$ cat config.mk
export PLATFORM = sky130hd
export DESIGN_NAME = inst_fetch
export DESIGN_NICKNAME = d
export VERILOG_FILES = /design/src/rtl/inst_fetch_pkg.sv /design/src/rtl/inst_fetch.sv
export SDC_FILE = /design/constraint.sdc
export NUM_CORES = 1
export LEC_CHECK = 0
export ABC_AREA = 1
export BUFFER_PORTS_ARGS = -buffer_cell sky130_fd_sc_hd__buf_2
export CAP_MARGIN = 20
export CORE_MARGIN = 5
export CORE_UTILIZATION = 52
export DETAILED_ROUTE_END_ITERATION = 12
export PLACE_DENSITY = 0.88
export RECOVER_POWER = 50
export SLEW_MARGIN = 30
export SYNTH_ARGS = -nofsm -noshare
export SYNTH_HDL_FRONTEND = slang
export SYNTH_SLANG_ARGS = --single-unit
$ cat constraint.sdc
create_clock -name CLK -period 1.6 [get_ports CLK]
set_input_delay 0.24 -clock CLK [delete_from_list [all_inputs] [get_ports CLK]]
set_output_delay 0.24 -clock CLK [all_outputs]
set_load 0.005 [all_outputs]
$ cat src/rtl/inst_fetch_pkg.sv
// Shared types and constants for the instruction fetch stage.
package inst_fetch_pkg;

    localparam int unsigned ADDR_W_DEF = 8;
    localparam int unsigned INST_W_DEF = 10;

    // Instruction layout: [opcode 4][rs/rt 3][rt/imm/target 3]
    localparam int unsigned OPC_W   = 4;
    localparam int unsigned OPC_MSB = 9;
    localparam int unsigned OPC_LSB = 6;

    localparam logic [OPC_W-1:0] HALT_OPCODE = 4'hF;

    typedef enum logic [1:0] {
        ST_IDLE,
        ST_RUN,
        ST_HALT
    } state_t;

endpackage

$ cat src/rtl/inst_fetch.sv
// Instruction fetch stage: drives the ROM address from the PC, registers the
// returned instruction toward decode, and handles stall, branch redirect and halt.
module inst_fetch #(
    parameter int unsigned ADDR_W = inst_fetch_pkg::ADDR_W_DEF,
    parameter int unsigned INST_W = inst_fetch_pkg::INST_W_DEF
) (
    input  logic              CLK,
    input  logic              RST_N,
    input  logic              Start,
    output logic [ADDR_W-1:0] InstAddress,
    input  logic [INST_W-1:0] InstIn,
    input  logic              BranchTaken,
    input  logic [ADDR_W-1:0] BranchTarget,
    output logic [INST_W-1:0] InstOut,
    output logic [ADDR_W-1:0] InstPC,
    output logic              FetchValid,
    input  logic              DecodeReady,
    output logic              Halted,
    output logic [15:0]       FetchCount
);

    import inst_fetch_pkg::*;

    state_t            state;
    state_t            state_next;
    logic [ADDR_W-1:0] pc;
    logic [INST_W-1:0] inst_q;
    logic [ADDR_W-1:0] inst_pc;
    logic              fetch_valid;
    logic [15:0]       fetch_count;

    logic              slot_free;
    logic              is_halt;
    logic              capture;
    logic              redirect;

    assign slot_free = !fetch_valid || DecodeReady;
    assign is_halt   = (InstIn[INST_W-1 -: OPC_W] == HALT_OPCODE);

    // State register.
    always_ff @(posedge CLK or negedge RST_N) begin
        if (!RST_N) begin
            state <= ST_IDLE;
        end else begin
            state <= state_next;
        end
    end

    // Next state plus the capture/redirect strobes; a branch beats both stall and halt.
    always_comb begin
        state_next = state;
        capture    = 1'b0;
        redirect   = 1'b0;
        case (state)
            ST_IDLE: begin
                if (Start) begin
                    state_next = ST_RUN;
                end
            end
            ST_RUN: begin
                if (BranchTaken) begin
                    redirect = 1'b1;
                end else if (slot_free) begin
                    capture = 1'b1;
                    if (is_halt) begin
                        state_next = ST_HALT;
                    end
                end
            end
            ST_HALT: begin
                if (Start) begin
                    state_next = ST_RUN;
                end
            end
            default: begin
                state_next = ST_IDLE;
            end
        endcase
    end

    // PC, fetched-instruction register and saturating capture counter.
    always_ff @(posedge CLK or negedge RST_N) begin
        if (!RST_N) begin
            pc          <= '0;
            inst_q      <= '0;
            inst_pc     <= '0;
            fetch_valid <= 1'b0;
            fetch_count <= '0;
        end else if (redirect) begin
            pc          <= BranchTarget;
            fetch_valid <= 1'b0;
        end else if (capture) begin
            inst_q      <= InstIn;
            inst_pc     <= pc;
            fetch_valid <= 1'b1;
            pc          <= pc + ADDR_W'(1);
            if (fetch_count != '1) begin
                fetch_count <= fetch_count + 16'd1;
            end
        end else if (fetch_valid && DecodeReady) begin
            fetch_valid <= 1'b0;
        end
    end

    assign InstAddress = pc;
    assign InstOut     = inst_q;
    assign InstPC      = inst_pc;
    assign FetchValid  = fetch_valid;
    assign FetchCount  = fetch_count;
    assign Halted      = (state == ST_HALT);

endmodule
Word-level counts from Yosys, hierarchy flattened. Cells that the tools add are included.

Output and inout bits: 44. Input port bits: 23. Register bits: 45. Word-level logic and storage cells: 42.

Bitwise gates (word level): 1. Mux-type cells: 15. Add/subtract/negate cells: 2. Equality and inequality tests: 8. Reductions and logical operators: 10.

Operators with widths (count): adder 16 x 1 -> 16 bit, second input constant (1); 2-to-1 mux 8 bit (2); inequality test 16 bit, second input constant (1); adder 8 x 1 -> 8 bit, second input constant (1); 2-to-1 mux 1 bit (8); 2-to-1 mux 2 bit (4); inequality test 2 bit, second input constant (3); == test 4 bit, second input constant (1); one-hot mux 2 bit (2 select lines) (1); AND reduction 4 bit (1); AND reduction 3 bit (1); nonzero test 3 bit (1); == test 2 x 1 -> 1 bit, second input constant (1); == test 2 bit, second input constant (1); zero test 2 bit (1); inequality test 2 x 1 -> 1 bit, second input constant (1); AND reduction 2 bit (1); nonzero test 2 bit (1); OR reduction 2 bit (1); logical AND 1 bit (1); zero test 1 bit (1); logical OR 1 bit (1); inverter 1 bit (1).

Longest topological paths before layout.
Word-level depth: 7. Gate-level depth with buffers: 9. Depth with buffers taken out: 9.

Worst setup path before layout. OpenSTA, ideal clock, no wires.

Kind: reg2reg. From: register fetch_count[0] (netlist: FetchCount[0]). To: register fetch_count[14] (netlist: FetchCount[14]). Clock period less this slack: 1476 ps. Stages on the path, launching flop included: 10. Setup slack: 124 ps. Setup time: 116 ps. Required time: 1484 ps. Buffers on the path: 1. Arrival time: 1359 ps. Cells stage by stage: dfrtp_1 > ha_1 > nand3_2 > inv_2 > nand3_4 > nor2_1 > nor2_2 > buf_4 > nand2_1 > nand2_1.

Word-level cells in the longest chain between the ends: 2. Elaborated cells on any way between the ends: 3. Those cells by class: 1 x add/sub; 1 x eq/ne; 1 x reduce/logical.

Ends and longest elaborated chain: start: declaration (RTL line inst_fetch.sv:30) `logic [15:0] fetch_count;`; start signal: assignment (RTL line inst_fetch.sv:98) `fetch_count <= fetch_count + 16'd1;`; branches (longest 2 deep; another with adder 16 x 1 -> 16 bit).

Several ways; the timed one is not identified. A chain may end at the register's enable or synchronous reset.

Worst setup path after layout.
From: register fetch_count[1] (netlist: FetchCount[1]). To: register fetch_count[6] (netlist: FetchCount[6]).

Same word-level chain as after synthesis.

==> qor.yml <==
worst_setup_path:
  worst_r2r_startpoint: "FetchCount[1]"
  cp_data_arrival_time_ps: 1690
  worstSetupStartpointType: "register"
  timing.critical_path.from: "FetchCount[1]"
  slowest_stage: "sky130_fd_sc_hd__dfrtp_1"
  critPathKind: "reg2reg"
  timing.critical_path.cells: "ha_1 > nand3_2 > inv_2 > nand3_4 > o21ai_4 > buf_12 > nand2_1 > o21ai_0"
  critical_path_peak_fanout: 17
  reg2reg_slack_ps: 130
  cpLargestDelayFamily: "flip-flops"
  reg2regPathDepth: 8
  cp_data_required_time_ps: 1810
  timing.rr.end: "FetchCount[6]"
  cp.buffers_inverters: 2
  end_kind: "register"
  max_stage_delay_ps: 430
clocking:
  ctsLongestPathBuffers: 2
  clock_insertion_delay_worst_skew_ps: 300
  cts_root_buf: "sky130_fd_sc_hd__clkbuf_8"
  clock_sink_count: 45
  clkSlewWorstSetupHoldPaths_ps: 90
  tritoncts.num_buffers: 5
  tritoncts: "done"
  ctsHtreeMaxLevel: 2
synth:
  syn_area_um2: 2340
  seq_area_frac_synth: 0.482
  postSynthCellCount: 306
  ys_types: 27
  yosysWarnings: 0
  nets_in_the_synthesized_netlist: 331
  synth_area_per_cell_um2: 7.64
  synth_seq_cells: 45
placed_design:
  detailed_place.area_um2: 2800
  hpwl_um: 4320
  gp_congestion: 0.874
  port_buffers: 66
routing:
  vias_per_cell: 5.05
  drt_first_iter_violations: 123
  route.detailed.wl_per_inst_um: 12.7
  route.antenna.remaining_nets: 0
  drt-pass1-iter-count: 4
  wire_length_reported_by_the_detailed_router_um: 5620
  detail_route.drc_violations: 0
  detailroute.via_count: 2229
power_and_ir_drop:
  static-leakage-power_uw: 0.00154
  peakVddDrop_v: 0.000931
  pwr_per_cell_area_nw_per_um2: 1520
timing:
  timing.max_slew.rel_slack: 0.635
  tightestPinTransition_ps: 548
  layout_worst_path_cycle_share: 0.921
  slew_violations: 0
  fin_hold_ws_ps: 140
  grt_setup_unrepaired: "false"
  hold_viol_final: 0
  report.final.setup_viol: 0
  skew_ps: 11.5
  finalCriticalPeriod_ps: 1470
  fin_setup_tns_ps: 0
  timing.fmax_ghz: 0.678
grt:
  gr-total-overflow: 0
  groute.usage.overall: 0.200
  grt_pass1_vias: 2206
  grt_first_pass_wirelength_um: 9840
  maximum_number_of_pins_on_one_net_before_global_route_repair: 26
  antenna_violations_before_repair: 0
floorplanning:
  initial_utilization: 0.537
  core.rowCount: 24
  die_height_um: 77.0
  die_w_um: 77.0
  die_area_um2: 5940
  floorplan.core_area_um2: 4350
  io_pins: 67
cells_and_area:
  antenna-diode-count: 0
  final_net_count: 413
  final_util: 0.674
  areaGrowthSynthToFinish_pct: 25.6
  finish.instance_area_um2: 2940
  fraction_of_final_layout_cells_sized_beyond_drive_strength_1: 0.237
worst_hold_path:
  hp-class: "in2reg"
  worstHoldEndpoint: "InstOut[3]"
  hp-start: "InstIn[3]"
  hold_depth: 3
status:
  result_of_the_run: "completed"
run:
  max_cap_violations: 0
-- synth_stat cells --
cell type,n,area [um2]
sky130_fd_sc_hd__nand3_2,1,10.0
sky130_fd_sc_hd__nand2_4,1,11.3
sky130_fd_sc_hd__dfrtp_1,45,1130
sky130_fd_sc_hd__nor2_2,2,12.5
sky130_fd_sc_hd__nor3_1,2,10.0
sky130_fd_sc_hd__buf_6,1,11.3
sky130_fd_sc_hd__ha_1,2,25.0
sky130_fd_sc_hd__nor2_8,1,20.0
sky130_fd_sc_hd__nand2_1,133,499
sky130_fd_sc_hd__a21oi_1,2,10.0
sky130_fd_sc_hd__or2_2,1,6.26
sky130_fd_sc_hd__xor2_1,1,8.76
sky130_fd_sc_hd__nand3_1,15,75.1
sky130_fd_sc_hd__inv_1,24,90.1
sky130_fd_sc_hd__o21ai_4,1,16.3
sky130_fd_sc_hd__o211ai_1,4,30.0
sky130_fd_sc_hd__o21ai_0,13,65.1
sky130_fd_sc_hd__buf_4,2,15.0
sky130_fd_sc_hd__nand3_4,1,17.5
sky130_fd_sc_hd__clkbuf_1,1,3.75
sky130_fd_sc_hd__nand2_2,1,6.26
sky130_fd_sc_hd__inv_2,4,15.0
sky130_fd_sc_hd__nand4_1,9,56.3
sky130_fd_sc_hd__buf_2,2,10.0
sky130_fd_sc_hd__nor2_4,1,11.3
sky130_fd_sc_hd__nor2_1,28,105
sky130_fd_sc_hd__xnor2_1,8,70.1
-- kinds of logic (layout without fill, tap and decap cells) --
logic type,after synthesis,count (layout),share of synthesized area
AOI/OAI and AO/OA,20,20,0.0519
xor gates and xnor gates,9,9,0.0337
adders and majority gates,2,2,0.0107
buffers and inverters,34,117,0.0621
DFF,45,45,0.482
and+or+nand+nor,196,196,0.360
-- report_power, final --
part	internal (uW)	switching (uW)	leakage, uW
Sequential	1530	340	0.000573
Combinational	716	977	0.000911
Clock	508	382	0.0000574
Total	2760	1700	0.00154
-- worst max path at each step --
stage               cells past startpoint              to  slack (ps)
floorplan                               9  FetchCount[14]         120
global placement                        8   FetchCount[3]         110
detailed placement                      8  FetchCount[11]          10
CTS                                     6   FetchCount[6]          20
global route                            8  FetchCount[14]          10
finish                                  8   FetchCount[6]         130
-- routing by layer --
metal / part of all wire / wire length [um] / up-vias / GRT usage
met2: 0.50 / 2780 / 82 / 0.326
met4: 0.013 / 72 / 0 / 0.0687
li1: - / - / 1119 / -
met3: 0.069 / 389 / 9 / 0.0398
met5: 0 / 0 / - / 0
met1: 0.42 / 2370 / 1019 / 0.265
-- stage by stage --
| stage | instances | total power (uW) | setup slack (ps) |
|---|---|---|---|
| 3_5_place_dp | 431 | 3590 | 10.4 |
| 4_1_cts | 440 | 4490 | 19.2 |
| 3_3_place_gp | 431 | 3520 | 115 |
| 6_report | 441 | 4460 | 126 |
| 5_1_grt | 441 | 4860 | 14.4 |
| 2_1_floorplan | 306 | 2870 | 124 |
-- flip-flops by register name (all words and copies together) (netlist names) --
signal       cells
FetchCount      16
FetchValid       1
InstAddress      8
InstOut         10
InstPC           8
state            2
-- cell usage in the layout (no fill, tap or decap) --
cell type                       Yosys  routed
sky130_fd_sc_hd__xor2_1             1       1
sky130_fd_sc_hd__a21oi_1            2       2
sky130_fd_sc_hd__nand2_2            1       1
sky130_fd_sc_hd__inv_2              4       4
sky130_fd_sc_hd__inv_1             24      24
sky130_fd_sc_hd__nor2_2             2       3
sky130_fd_sc_hd__nand2_1          133     133
sky130_fd_sc_hd__o21ai_4            1       1
sky130_fd_sc_hd__dfrtp_1           45      44
sky130_fd_sc_hd__dlygate4sd3_1      0       1
sky130_fd_sc_hd__nor2_1            28      26
sky130_fd_sc_hd__nor2_4             1       2
sky130_fd_sc_hd__buf_4              2      12
sky130_fd_sc_hd__nand3_4            1       1
sky130_fd_sc_hd__nor3_1             2       2
sky130_fd_sc_hd__nor2_8             1       1
sky130_fd_sc_hd__buf_12             0       1
sky130_fd_sc_hd__nand3_1           15      15
sky130_fd_sc_hd__clkinvlp_4         0       1
sky130_fd_sc_hd__bufinv_16          0       1
sky130_fd_sc_hd__nand3_2            1       1
sky130_fd_sc_hd__or2_2              1       1
sky130_fd_sc_hd__o21ai_0           13      13
sky130_fd_sc_hd__o211ai_1           4       4
sky130_fd_sc_hd__clkbuf_4           0       1
sky130_fd_sc_hd__nand4_1            9       9
sky130_fd_sc_hd__ha_1               2       2
sky130_fd_sc_hd__nand2_4            1       1
sky130_fd_sc_hd__clkbuf_8           0       6
sky130_fd_sc_hd__clkbuf_1           1      13
sky130_fd_sc_hd__dfrtp_2            0       1
sky130_fd_sc_hd__clkbuf_2           0       1
sky130_fd_sc_hd__xnor2_1            8       8
sky130_fd_sc_hd__buf_2              2      52
-- repair_timing --
item | 4_1_cts | 5_1_grt
endpoints found under the hold margin | 21 | 0
hold buffers | 1 | 0
pin swaps | 0 | 2
setup buffers | 0 | 1
resized for setup | 1 | 3
setup endpoints to repair | 1 | 16
-- cell type report --
class                   instances  area, um2
repair buffers                 81        442
fillers                       368       1420
multi-input cells             227       1080
inverters                      28        105
clock inverters                 2       37.5
clock buffers                   6       82.6
well taps                      52       65.1
flip-flops and latches         45       1130
-- worst min-delay path, delay by kind of cell --
family / cells / cell delay, ps
buffers and inverters: 1 / 70
AND/OR/NAND/NOR: 2 / 90
Power figures use the tool's default switching activity.
